===== config.mk =====
export PLATFORM = sky130hd
export DESIGN_NAME = adf4351_ctrl
export DESIGN_NICKNAME = d
export VERILOG_FILES = /design/src/rtl/adf4351_ctrl.sv
export SDC_FILE = /design/constraint.sdc
export NUM_CORES = 1
export LEC_CHECK = 0
export CORE_UTILIZATION = 45
export DETAILED_ROUTE_END_ITERATION = 10
export DONT_BUFFER_PORTS = 1
export PLACE_DENSITY = 0.67
export RECOVER_POWER = 100
export SETUP_SLACK_MARGIN = 0.05
export SLEW_MARGIN = 40
export SYNTH_ARGS = -nofsm -noshare
export SYNTH_HDL_FRONTEND = slang
export SYNTH_SLANG_ARGS = --single-unit

===== constraint.sdc =====
create_clock -name clk_50 -period 9.8 [get_ports clk_50]
set_clock_uncertainty 0.05 [all_clocks]
set_input_delay 1.47 -clock clk_50 [delete_from_list [all_inputs] [get_ports clk_50]]
set_output_delay 1.47 -clock clk_50 [all_outputs]
set_load 0.1 [all_outputs]

===== src/rtl/adf4351_ctrl.sv =====
// ADF4351 power-up sequencer: after an initial delay it shifts six 32-bit register words
// (R5 first, R0 last) over CLK/DATA/LE, then idles. Lock detect is brought back through a 2-flop synchronizer.
//
// state   | meaning
// --------+-----------------------------------------------------------
// S_INIT  | chip enabled, waiting INIT_DELAY clocks
// S_LOAD  | select word idx, first low cycle of bit 31
// S_SHIFT | CLK low / high phases for each bit, MSB first
// S_LATCH | CLK low hold, LE pulse, gap (one CLK_DIV each)
// S_DONE  | all words written, outputs parked until reset
module adf4351_ctrl #(
    parameter int unsigned CLK_DIV    = 25,
    parameter int unsigned INIT_DELAY = 500,
    parameter logic [31:0] REG5       = 32'h0058_0005,
    parameter logic [31:0] REG4       = 32'h008C_803C,
    parameter logic [31:0] REG3       = 32'h0000_04B3,
    parameter logic [31:0] REG2       = 32'h1800_6E42,
    parameter logic [31:0] REG1       = 32'h0800_8011,
    parameter logic [31:0] REG0       = 32'h0050_0000
) (
    input  logic clk_50,
    input  logic rst,
    output logic vco_clk,
    output logic vco_data,
    output logic vco_le,
    output logic vco_ce,
    input  logic vco_ld,
    output logic prog_done,
    output logic pll_locked
);

    typedef enum logic [2:0] {S_INIT, S_LOAD, S_SHIFT, S_LATCH, S_DONE} state_t;

    state_t      state_q, state_d;
    logic [31:0] cnt_q, cnt_d;
    logic [4:0]  bit_q, bit_d;
    logic [2:0]  idx_q, idx_d;
    logic        hi_q, hi_d;
    logic [1:0]  lph_q, lph_d;
    logic        clk_q, clk_d;
    logic        data_q, data_d;
    logic        le_q, le_d;
    logic        ce_q, ce_d;
    logic        done_q, done_d;
    logic        ld_meta_q, ld_sync_q;
    logic [31:0] word_nxt;

    function automatic logic [31:0] word_sel(input logic [2:0] idx);
        case (idx)
            3'd0:    return REG5;
            3'd1:    return REG4;
            3'd2:    return REG3;
            3'd3:    return REG2;
            3'd4:    return REG1;
            default: return REG0;
        endcase
    endfunction

    always_ff @(posedge clk_50 or posedge rst) begin
        if (rst) begin
            state_q <= S_INIT;
            cnt_q   <= INIT_DELAY - 32'd1;
            bit_q   <= '0;
            idx_q   <= '0;
            hi_q    <= 1'b0;
            lph_q   <= '0;
            clk_q   <= 1'b0;
            data_q  <= 1'b0;
            le_q    <= 1'b0;
            ce_q    <= 1'b0;
            done_q  <= 1'b0;
        end else begin
            state_q <= state_d;
            cnt_q   <= cnt_d;
            bit_q   <= bit_d;
            idx_q   <= idx_d;
            hi_q    <= hi_d;
            lph_q   <= lph_d;
            clk_q   <= clk_d;
            data_q  <= data_d;
            le_q    <= le_d;
            ce_q    <= ce_d;
            done_q  <= done_d;
        end
    end

    always_ff @(posedge clk_50 or posedge rst) begin
        if (rst) begin
            ld_meta_q <= 1'b0;
            ld_sync_q <= 1'b0;
        end else begin
            ld_meta_q <= vco_ld;
            ld_sync_q <= ld_meta_q;
        end
    end

    always_comb begin
        state_d = state_q;
        cnt_d   = cnt_q;
        bit_d   = bit_q;
        idx_d   = idx_q;
        hi_d    = hi_q;
        lph_d   = lph_q;
        unique case (state_q)
            S_INIT: begin
                if (cnt_q == 32'd0) state_d = S_LOAD;
                else                cnt_d   = cnt_q - 32'd1;
            end
            // LOAD is the first cycle of bit 31's low phase, so SHIFT only owes CLK_DIV-1 more.
            S_LOAD: begin
                state_d = S_SHIFT;
                bit_d   = 5'd31;
                if (CLK_DIV == 1) begin
                    hi_d  = 1'b1;
                    cnt_d = 32'd0;
                end else begin
                    hi_d  = 1'b0;
                    cnt_d = CLK_DIV - 32'd2;
                end
            end
            S_SHIFT: begin
                if (cnt_q != 32'd0) begin
                    cnt_d = cnt_q - 32'd1;
                end else begin
                    cnt_d = CLK_DIV - 32'd1;
                    if (!hi_q) begin
                        hi_d = 1'b1;
                    end else begin
                        hi_d = 1'b0;
                        if (bit_q == 5'd0) begin
                            state_d = S_LATCH;
                            lph_d   = 2'd0;
                        end else begin
                            bit_d = bit_q - 5'd1;
                        end
                    end
                end
            end
            S_LATCH: begin
                if (cnt_q != 32'd0) begin
                    cnt_d = cnt_q - 32'd1;
                end else begin
                    cnt_d = CLK_DIV - 32'd1;
                    if (lph_q != 2'd2) begin
                        lph_d = lph_q + 2'd1;
                    end else if (idx_q != 3'd5) begin
                        idx_d   = idx_q + 3'd1;
                        state_d = S_LOAD;
                    end else begin
                        state_d = S_DONE;
                    end
                end
            end
            S_DONE: ;
            default: state_d = S_INIT;
        endcase
    end

    // Outputs are registered from the next state so they line up with the state register.
    always_comb begin
        word_nxt = word_sel(idx_d);
        clk_d    = (state_d == S_SHIFT) && hi_d;
        le_d     = (state_d == S_LATCH) && (lph_d == 2'd1);
        done_d   = (state_d == S_DONE);
        ce_d     = 1'b1;
        data_d   = data_q;
        case (state_d)
            S_LOAD:  data_d = word_nxt[31];
            S_SHIFT: data_d = word_nxt[bit_d];
            S_LATCH: data_d = data_q;
            default: data_d = 1'b0;
        endcase
    end

    assign vco_clk    = clk_q;
    assign vco_data   = data_q;
    assign vco_le     = le_q;
    assign vco_ce     = ce_q;
    assign prog_done  = done_q;
    assign pll_locked = ld_sync_q;

endmodule


**After elaboration in Yosys (flattened, before gate mapping)**

Cells that the tools add are included.

- Register bits after elaboration: 53
- Latch bits: 0
- Bits in writable memories: 0
- Bits in read-only memories: 0
- Input port bits: 3
- Output and inout port bits: 6
- Word-level logic and storage cells: 76
- Memories: 0

- Add/sub/neg operators: 4
- Multiply operators: 0
- Divide/modulo/power cells: 0
- Order comparisons: 1
- Eq/ne operators: 16
- Shift-type cells: 0
- Mux-type cells: 32
- Bitwise logic cells: 0
- Reductions and logical operators: 10

Operators with widths:

| cell | number |
|---|---|
| $pmux 29 s5 | 1 |
| $pmux 32 s3 | 1 |
| $mux 32 | 2 |
| $mux 3 | 11 |
| $logic_not 32->1 | 1 |
| $reduce_bool 32->1 | 1 |
| $sub 32x1->32 const B | 1 |
| $eq 3x2->1 const B | 6 |
| $mux 5 | 3 |
| $pmux 3 s5 | 1 |
| $mux 2 | 5 |
| $pmux 5 s2 | 1 |
| $eq 3x1->1 const B | 3 |
| $eq 3x3->1 const B | 3 |
| $logic_not 3->1 | 2 |
| $lt 5x6->1 const B | 1 |
| $bmux 1 s5 | 1 |
| $logic_not 5->1 | 1 |
| $sub 5x1->5 const B | 1 |
| $ne 2x2->1 const B | 2 |
| $pmux 2 s2 | 1 |
| $add 3x1->3 const B | 1 |
| $mux 1 | 3 |
| $ne 3x3->1 const B | 1 |
| 8 further kinds | 9 |

**Logic depth before layout (Yosys ltp)**

- Word-level depth: 10
- Depth in mapped cells: 12
- Depth with buffers taken out: 12

**Worst setup path before layout**

Ideal clock, no wire load.

- Kind: register to register
- From: reg cnt_q[0]
- To: reg data_q (netlist: vco_data)
- Library setup time: 0.082 ns
- Arrival time: 3.010 ns
- Required time: 9.668 ns
- Path slack: 6.658 ns
- Cell stages (with the launch flop): 13
- Path buffers: 1
- Clock period less this slack: 3.142 ns
- Cell sequence: dfstp_2 inv_1 ha_1 nor4b_1 nand4_2 or4_4 buf_6 o31ai_4 and3_2 a22o_1 o21ai_1 a221o_1 a31oi_1

- Cells in the longest elaborated chain, start to end: 8
- Elaborated cells between the ends (all ways): 22
- Classes of those cells: eq/ne: 7; mux: 12; reduce/logical: 3

RTL lines:

| item | line | text |
|---|---|---|
| start: declaration | 35 | `logic [31:0] cnt_q, cnt_d;` |
| start signal: assignment | 62 | `cnt_q <= INIT_DELAY - 32'd1;` |
| start signal: assignment | 74 | `cnt_q <= cnt_d;` |
| $reduce_bool 32->1 | 122, 140 |  |
| $mux 3 | 140 | `if (cnt_q != 32'd0) begin` |
| $mux 3 | 104 | `unique case (state_q)` |
| $eq 3x3->1 (tied with other cells) | 49 | `case (idx)` |
| $pmux 29 s5 | 49 |  |
| $bmux 1 s5 | 169 | `S_SHIFT: data_d = word_nxt[bit_d];` |
| $mux 1 (not written as such) | 169 |  |
| $pmux 1 s3 | 167 | `case (state_d)` |
| end signal: assignment | 80 | `data_q <= data_d;` |
| end: declaration | 41 | `logic data_q, data_d;` |

Parallel ways exist; a longest one is shown, timed or not. The select of a mux whose other input is x is not followed.
A chain may end at the register's enable or synchronous reset.

**Worst setup path in the final report**

- From: reg cnt_q[16]
- To: reg data_q (netlist: vco_data)

Same word-level chain as after synthesis.

==> results.toml <==
[outcome]
status = "finished with violations"
violations = "max-capacitance violations, max-slew violations"

[die]
die_h_um = 85.2
start_util = 0.477
core_area_mm2 = 0.00653
rows = 29
die_w_um = 85.2
io_pins = 9
dieArea_mm2 = 0.00726

[sta]
drv_slew = 54
fmax_mhz = 238
final-hold-violation-count = 0
setup_violations = 0
final.setup.worst_slack_ns = 5.60
tns_ns = 0
worst_pin_slew_ns = 2.78
relSlewSlack = -0.851
rsz0062_at_grt = "false"
min_period_ns = 4.20
period_share = 0.428

[cts]
cts_hold_buf = 0
post_cts_buffers = 0
clock_latency_ns = 0.30
cts_root_buffer = "clkbuf_8"
cts.sinks = 53
numCtsBuffers = 5
clk_pin_slew_worst_paths_ns = 0.09
cts_resized = 0
clockBufferDepth = 2
htree_levels = 2
cts_tree = "done"

[power]
power_density_mw_per_mm2 = 110
p_leak_nw = 1.45
ir_drop_v = 0.0000954

[synthesis]
synthMuxAreaShare = 0.00963
synthXorXnorAreaFrac = 0.0759
ys_types = 55
synth_top_area_cell = "dfrtp_1"
synth_top_family_by_area = "simple AND/OR/NAND/NOR gates"
synthAdderAreaFrac = 0.0321
synth_seq_area_share = 0.428
yosysWarnings = 0
synth_top_area_share = 0.369
synth.area.top_cells = "dfrtp_1, nor2_1, dfstp_2"
yosys.area_share.simple = 0.293
synth-edff-count = 0
synthArstFlopShare = 1.00
synth_ff_type = "dfrtp_1"
synth_cells = 339
synth_nets = 350
synth_compound_area_frac = 0.130
synth_seq_cells = 53
avgSynthCellArea_um2 = 9.19
syn-cell-area_mm2 = 0.00312

[worst_setup_path]
rr_startpoint = "cnt_q[16]"
start_kind = "flip-flop"
critPathCaptureType = "flip-flop"
path_cells = "nor4_1, nand4b_4, nor4_1, xnor2_1, and3_2, nor3b_1, o21ai_0, a221o_1, a31oi_1"
worst_path_most_repeated_cell = "nor4_1"
rr_endpoint = "vco_data"
critical-path-top-delay-family = "simple AND/OR/NAND/NOR gates"
cp_slowest_stage_delay_ns = 0.96
worstPathMaxFanout = 8
r2r_slack_ns = 5.60
crit_buf_inv = 0
worstPathRequired_ns = 9.97
path_class = "flip-flop to flip-flop"
crit_arrival_ns = 4.37
reg2regPathDepth = 9
critPathSlowestCell = "nor4_1"

[global_route]
overflow = 0
antenna_found_initial = 0
grt_pass1_wl_um = 11100
grt_use_total = 0.190
grt_max_degree = 54
grt_pass1_vias = 2356

[worst_hold_path]
min_to = "pll_locked"
hold_path_depth = 0
hold_start = "ld_meta_q"
hold_class = "flip-flop to flip-flop"

[place]
dpl.cell_count = 410
place_congestion = 0.890
dpl.hpwl_um = 4400
dpl_worst_slack_ns = 6.41
port_buffers = 0

[route]
drt_iter0_drc = 137
vias_per_cell = 5.81
ant_nets = 0
firstDrtPassIters = 4
via_count = 2429
wl_per_cell_um = 14.7
post-route-drc-count = 0
wl_um = 6160

[final_layout]
finalNonFillerCells = 418
drive_gt1_frac = 0.0762
filler_cell_count = 602
nets = 351
antenna_cells = 0
area_growth_pct = 4.50

[flow_run]
cap_violations = 1
==> per-stage QoR <==
stage / utilization / power, mW / instance area (µm²) / hold WS, ns
finish: 0.499 / 0.359 / 3260 / 0.304
global route: 0.499 / 0.376 / 3260 / 0.313
CTS: 0.506 / 0.364 / 3300 / 0.306
detailed placement: 0.490 / 0.232 / 3200 / 0.295
global placement: 0.489 / 0.232 / 3190 / 0.285
floorplan: - / 0.230 / 3120 / 0.281
==> worst reg2reg max path, stage by stage (launching register included) <==
cell and delay, ns:
dfrtp_1 0.43, nor4_1 0.96, nand4b_4 0.24, nor4_1 0.91, xnor2_1 0.38, and3_2 0.36
nor3b_1 0.16, o21ai_0 0.11, a221o_1 0.34, a31oi_1 0.18
==> how the worst max path moves through the flow <==
| stage | slack [ns] | end | start | cells past startpoint |
|---|---|---|---|---|
| 2_1_floorplan | 6.66 | vco_data | cnt_q[0] | 12 |
| 3_3_place_gp | 6.42 | vco_data | cnt_q[0] | 11 |
| 3_5_place_dp | 6.41 | vco_data | cnt_q[0] | 11 |
| 4_1_cts | 6.37 | vco_data | cnt_q[0] | 11 |
| 5_1_grt | 5.27 | vco_data | cnt_q[16] | 9 |
| 6_report | 5.60 | vco_data | cnt_q[16] | 9 |
==> cells in the mapped netlist (all sizes together), types with 5 or more instances <==
cell    instances
a21o            5
a21oi          16
a31oi           5
and3            6
clkbuf          7
dfrtp          46
dfstp           7
ha              8
inv            15
nand2          25
nand4           8
nor2           56
nor3           17
nor3b           5
nor4           13
nor4b           5
o21ai          14
or4             5
xnor2          18
xor2            9
==> area by class of cell <==
cell class,count,area [µm²],area share
Multi-Input combinational cell,263,1660,0.510
Sequential cell,53,1340,0.410
Clock buffer,7,96.3,0.0296
Tap cell,77,96.3,0.0296
Inverter,15,56.3,0.0173
Timing Repair Buffer,2,7.51,0.00231
Clock inverter,1,5.00,0.00154
==> logic make-up after synthesis <==
| logic type | count (synthesis) |
|---|---|
| other | 1 |
| multiplexers | 3 |
| adder cells (fa/ha/maj) | 8 |
| XOR/XNOR | 27 |
| AND/OR/NAND/NOR | 164 |
| buffers and inverters | 23 |
| AO/OA/AOI/OAI | 60 |
| flip-flops | 53 |
==> registers in the layout, summed over array words and instances (netlist names), 2 cells and up <==
name	cells
idx_q	3
cnt_q	32
lph_q	2
bit_q	5
state_q	3
==> report_power, final <==
group          switching (mW)  internal (mW)  total (mW)  leakage [nW]
sequential            0.00340          0.219       0.223         0.666
clock                  0.0683         0.0640       0.132        0.0542
combinational         0.00409       0.000103     0.00419         0.729
total                  0.0758          0.283       0.359          1.45
==> metal layers <==
layer  vias up  track usage  share of wire
li1       1212            -              -
met1      1164        0.270           0.50
met2        47        0.295           0.45
met3         6       0.0418          0.043
met4         0       0.0539          0.012
met5         -            0              0
==> cell usage in the layout, fill, tap and decap left out, drive strengths merged, types with 2 or more instances in the layout <==
master / netlist / final
a21oi: 16 / 16
nor2b: 4 / 4
or3: 3 / 3
mux2i: 3 / 3
a21boi: 2 / 2
dfstp: 7 / 7
nand3b: 3 / 3
inv: 15 / 15
ha: 8 / 8
or4: 5 / 5
a211oi: 2 / 2
xnor2: 18 / 18
o31ai: 2 / 2
a21o: 5 / 5
and2: 2 / 2
and3: 6 / 6
nand3: 4 / 4
nor4b: 5 / 5
xor2: 9 / 9
a211o: 4 / 4
nor3: 17 / 17
nand2b: 4 / 4
nand2: 25 / 25
clkbuf: 7 / 9
a31oi: 5 / 5
o2111a: 2 / 2
dfrtp: 46 / 46
nor4: 13 / 13
nor2: 56 / 56
nand4: 8 / 8
nor3b: 5 / 5
o21bai: 2 / 2
o21ai: 14 / 14
No activity file was read; power rests on OpenSTA's default activity.
